### src/rtl/shift_seq.sv
// shift_seq: multi-cycle shift/rotate unit applying one carry-chained single-bit step per clock
module shift_seq #(
  parameter int WIDTH = 8,
  parameter int AMT_W = 4
) (
  input  logic             clk,
  input  logic             rst_n,
  input  logic             start,
  output logic             ready,
  input  logic [WIDTH-1:0] data_in,
  input  logic             cin,
  input  logic [2:0]       mode,
  input  logic [AMT_W-1:0] amount,
  output logic             busy,
  output logic             done,
  output logic [WIDTH-1:0] data_out,
  output logic             cout
);
  typedef enum logic [1:0] {IDLE, SHIFT, DONE} state_t;
  state_t state, state_nx;
  logic [AMT_W-1:0] cnt;
  logic [2:0] op;
  logic accept, out_bit, fill;
  logic [WIDTH-1:0] stepped;
  // accept decision, next state and one single-bit step of the working value
  always_comb begin
    accept = start && state != SHIFT;
    state_nx = accept ? (amount == '0 ? DONE : SHIFT)
             : state == SHIFT ? (cnt == AMT_W'(1) ? DONE : SHIFT)
             : IDLE;
    out_bit = op[2] ? data_out[0] : data_out[WIDTH-1];
    fill = op[1:0] == 2'b00 ? 1'b0
         : op[1:0] == 2'b01 ? cout
         : op[1:0] == 2'b10 ? data_out[0]
         : data_out[WIDTH-1];
    stepped = op[2] ? {fill, data_out[WIDTH-1:1]} : {data_out[WIDTH-2:0], fill};
  end
  // state register
  always_ff @(posedge clk or negedge rst_n) begin
    if (!rst_n) state <= IDLE;
    else state <= state_nx;
  end
  // working value, carry and step counter; data_out/cout are the working registers
  always_ff @(posedge clk or negedge rst_n) begin
    if (!rst_n) begin
      data_out <= '0;
      cout <= 1'b0;
      cnt <= '0;
      op <= '0;
    end else if (accept) begin
      data_out <= data_in;
      cout <= cin;
      cnt <= amount;
      op <= mode;
    end else if (state == SHIFT) begin
      data_out <= stepped;
      cout <= out_bit;
      cnt <= cnt - 1'b1;
    end
  end
  assign ready = state != SHIFT;
  assign busy = state == SHIFT;
  assign done = state == DONE;
endmodule
### config.mk
export PLATFORM = sky130hd
export DESIGN_NAME = shift_seq
export DESIGN_NICKNAME = d
export VERILOG_FILES = /design/src/rtl/shift_seq.sv
export SDC_FILE = /design/constraint.sdc
export NUM_CORES = 1
export LEC_CHECK = 0
export ABC_CLOCK_PERIOD_IN_PS = 1200
export CORE_ASPECT_RATIO = 0.6
export CORE_MARGIN = 5
export CORE_UTILIZATION = 43
export CTS_BUF_LIST = sky130_fd_sc_hd__clkbuf_8
export DETAILED_ROUTE_END_ITERATION = 16
export PLACE_DENSITY = 0.78
export SLEW_MARGIN = 10
export SYNTH_ARGS = -nofsm -noshare
export SYNTH_HDL_FRONTEND = slang
export SYNTH_SLANG_ARGS = --single-unit
### constraint.sdc
create_clock -name clk -period 1.2 [get_ports clk]
set_input_delay 0.18 -clock clk [delete_from_list [all_inputs] [get_ports clk]]
set_output_delay 0.18 -clock clk [all_outputs]
set_load 0.03 [all_outputs]
-- Word-level counts from Yosys, hierarchy flattened
Cells that the tools add are included.
- register bits: 18
- bits of input ports: 19
- output and inout port bits: 12
- word-level logic and storage cells: 31
- add/subtract/negate cells: 1
- eq/ne operators: 6
- multiplexer cells: 15
- reductions and logical operators: 4
- operators with widths (kind ; count):
    $mux 8 ; 3
    $mux 2 ; 4
    $mux 4 ; 2
    $mux 1 ; 6
    $eq 2x1->1 const B ; 2
    $eq 2x2->1 const B ; 2
    $eq 4x1->1 const B ; 1
    $logic_not 4->1 ; 1
    $sub 4x1->4 const B ; 1
    $logic_not 2->1 ; 1
    $ne 2x1->1 const B ; 1
    $reduce_bool 2->1 ; 1
    $logic_and 1x1->1 ; 1

-- Depth between registers and ports, before layout
- word-level depth: 7
- depth in mapped cells: 5
- gate-level depth less buffers: 5

-- Worst setup path before layout
No wires, ideal clock.
- path type: reg-to-reg
- start point: register data_out[7]
- end point: register data_out[0]
- setup time: 135 ps
- data arrival time: 1130 ps
- required time: 1065 ps
- setup slack: -64 ps
- stages on the path, launching flop included: 4
- buffers on the path: 0
- period minus slack after synthesis: 1264 ps
- cells stage by stage: dfrtp_1 > mux2_2 > a211oi_1 > o22ai_1
- word-level cells in the longest chain between the ends: 6
- RTL lines (item ; line ; source):
    from (decl) ; 16 ; output logic [WIDTH-1:0] data_out,
    from (signal assigned) ; 51 ; data_out <= data_in;
    from (signal assigned) ; 56 ; data_out <= stepped;
    $mux 1 ; 34 ; : op[1:0] == 2'b10 ? data_out[0]
    $mux 1 ; 33 ; : op[1:0] == 2'b01 ? cout
    $mux 1 ; 32 ; fill = op[1:0] == 2'b00 ? 1'b0
    $mux 8 ; 36 ; stepped = op[2] ? {fill, data_out[WIDTH-1:1]} : {data_out[WIDTH-2:0], fill};
    $mux 8 ; 55 ; end else if (state == SHIFT) begin
    $mux 8 ; 50 ; end else if (accept) begin
Every way passes these cells. The select of a mux whose other input is x is not followed.
A chain may end at the register's enable or synchronous reset.

-- Worst setup path in the final report
- start point: register state[1]
- end point: output port busy
- word-level cells in the longest chain between the ends: 1
- RTL lines (item ; line ; source):
    from (decl) ; 20 ; state_t state, state_nx;
    from (signal assigned) ; 41 ; else state <= state_nx;
    $eq 2x1->1 ; 62 ; assign busy = state == SHIFT;
    to (decl) ; 14 ; output logic busy,
Every way passes these cells.

==> qor.yml <==
timing:
  min_period_ps: 1280
  setup_ws_ps: -79.4
  finalHoldViolCount: 0
  whs_ps: 255
  slew_violations: 0
  tightestPinTransition_ps: 451
  setup_violations: 9
  maxSlewHeadroom_pct: 69.7
  skew_ps: 0.735
  grt_setup_unrepaired: "yes"
  fmax_ghz: 0.782
  min_period_over_period_pct: 107
clock_network:
  numCtsBuffers: 3
  cts_max_path_buffers: 2
  clock_latency_ps: 250
  tritoncts: "built"
  clock_sink_count: 18
  root_buffer: "clkbuf_8"
  clk_pin_slew_ps: 70
  htreeDepth: 1
  hold_buffers: 0
power_and_ir_drop:
  power_density_nw_per_um2: 2870
  max-vdd-ir-drop_uv: 1660
  p_leak_uw: 0.000735
place:
  dp_hpwl_mm: 2.14
  gp_congestion: 0.844
  place_ws_ps: -222
  portBuffers: 30
  place_area_um2: 1460
synth:
  yosysSeqAreaShare_pct: 45.1
  synth_area_leader_cell: "dfrtp_1"
  yosysWarningCount: 0
  synthFlopType: "dfrtp_1"
  synth_edf_count: 0
  syn-instance-count: 95
  syn-num-nets: 116
  synth_area_um2: 1000
  avgSynthCellArea_um2: 10.5
  synth-async-reset-ratio_pct: 100
  yosysMostFrequentCell: "dfrtp_1"
  synth_commonest_cells: "dfrtp_1 (18), a211oi_1 (10), a21oi_1 (9), mux2i_1 (9), nor2b_1 (8)"
  yosysTopAreaCellShare_pct: 45.1
  synth_area_leaders: "dfrtp_1 (45%), mux2i_1 (9.0%), a211oi_1 (7.5%)"
  synth_seq_cells: 18
  synthDistinctLibCells: 27
grt:
  grt_pass1_vias: 974
  use_met3_pct: 6.20
  antenna_found_initial: 0
  use_met2_pct: 30.0
  gr-max-usage-layer: "met2"
  grt_max_degree: 19
  grt_pass1_wl_mm: 4.60
  grt_use_total_pct: 18.2
  grt_overflow: 0
  grtUsageMet1_pct: 22.3
drt:
  via_per_inst: 5.52
  ant_nets: 0
  drc_errors: 0
  drt_iter0_drc: 141
  finalWirelength_mm: 3.07
  wire_per_inst_um: 17.3
  route.vias.total: 982
  drt-pass1-iter-count: 4
worst_setup_path:
  cp.required_ps: 1020
  crit_family: "flip-flops"
  ff2ff_path_depth: 4
  end_kind: "output pin"
  r2r_setup_slack_ps: -70
  crit_type: "reg -> out"
  worstPathMaxFanout: 4
  path_buf_inv: 3
  cpMostUsedCell: "buf_6"
  timing.rr.end: "op[0]"
  cp.arrival_ps: 1100
  r2r_start: "state[0]"
  slowest_delay_ps: 380
  cp-start-kind: "flop"
  cp_slowest_cell: "dfrtp_1"
  path_depth: 4
  crit_chain: "nand2b_4, inv_4, buf_6, buf_6"
layout:
  diodes: 0
  fin_area_um2: 1630
  drive_gt1_share_pct: 39.9
  final_nets: 171
  area.growth.synth_to_final_pct: 62.6
run:
  maxCapViolCount: 0
die:
  die-area_um2: 3420
  die_y_um: 47.4
  start_util_pct: 45.5
  io_pins: 31
  die_w_um: 72.3
  fp.coreArea_um2: 2200
  rows: 13
run_status:
  outcome: "complete, but fails checks"
  violations: "negative setup slack"
worst_hold_path:
  min_path_type: "in -> async"
-- cells by family (layout without fill, tap and decap cells) --
family          count (synthesis)  after routing  share of synthesized area (%)
fa+ha+maj                       2              2                           2.50
buf+inv                        11             64                           5.13
compound gates                 31             31                           21.0
simple gates                   20             20                           12.4
mux                            13             13                           13.9
flops                          18             18                           45.1
-- cell type report --
| cell class | count | area [um2] |
|---|---|---|
| timing repair buffer | 56 | 500 |
| inverter | 5 | 21.3 |
| tap | 30 | 37.5 |
| fill | 152 | 571 |
| multi-input combinational | 66 | 572 |
| clock buffer | 3 | 41.3 |
| sequential | 18 | 453 |
-- report_power, final --
part	total, uW	switching (uW)	internal, uW
combinational	3000	1530	1470
sequential	1240	315	928
clock	424	201	223
total	4660	2050	2620
-- cells in the final DEF (no fill, tap or decap), types with 3 or more instances in the layout --
cell	Yosys	layout
buf_4	1	31
clkdlybuf4s50_1	0	18
dfrtp_1	18	16
mux2i_1	9	9
a21oi_1	9	9
nor2b_1	8	8
a211oi_1	10	6
buf_6	0	6
inv_1	4	3
nand2_1	3	3
o22ai_1	3	3
a211oi_2	0	3
o21ai_0	3	3
clkbuf_8	0	3
-- worst max-delay path by stage --
stage / from / end / slack [ps]
6_report: state[1] / busy / -80
5_1_grt: state[1] / busy / -100
4_1_cts: state[1] / busy / -70
3_5_place_dp: start / op[0] / -220
3_3_place_gp: start / op[0] / -190
2_1_floorplan: data_out[7] / data_out[7] / -10
-- stage by stage --
stage | TNS (ps) | total power, uW | std cells | utilization (%)
final | -462 | 4660 | 178 | 74.0
after detailed placement | -2700 | 3690 | 171 | 66.3
after global placement | -2140 | 3580 | 171 | 66.3
after CTS | -328 | 4420 | 177 | 71.7
after floorplan | -20.3 | 2650 | 95 | -
after global routing | -681 | 4890 | 178 | 74.0
-- state kept, by name, summed over array words and instances, names as in the netlist --
signal,flops
cnt,4
cout,1
op,3
state,2
data_out,8
-- layer usage --
layer	wire [um]	up-vias	share of wire [%]
met1	1320	467	43
met5	0	-	0
met2	1470	51	48
met4	74	0	2.4
li1	-	456	-
met3	210	8	6.8
-- what timing repair did --
| action | 4_1_cts | 5_1_grt |
|---|---|---|
| setup buffers | 3 | 1 |
| resized for setup | 15 | 7 |
| pin swaps | 5 | 4 |
| endpoints found under the setup margin | 11 | 12 |
-- worst reg2reg max path, stage by stage, from the launching register on --
cell      delay [ps]
dfrtp_1          410
nand2b_4         100
inv_4             50
nor2_1           220
mux2_2           370
Note: power is estimated with default switching activity, not from simulation.
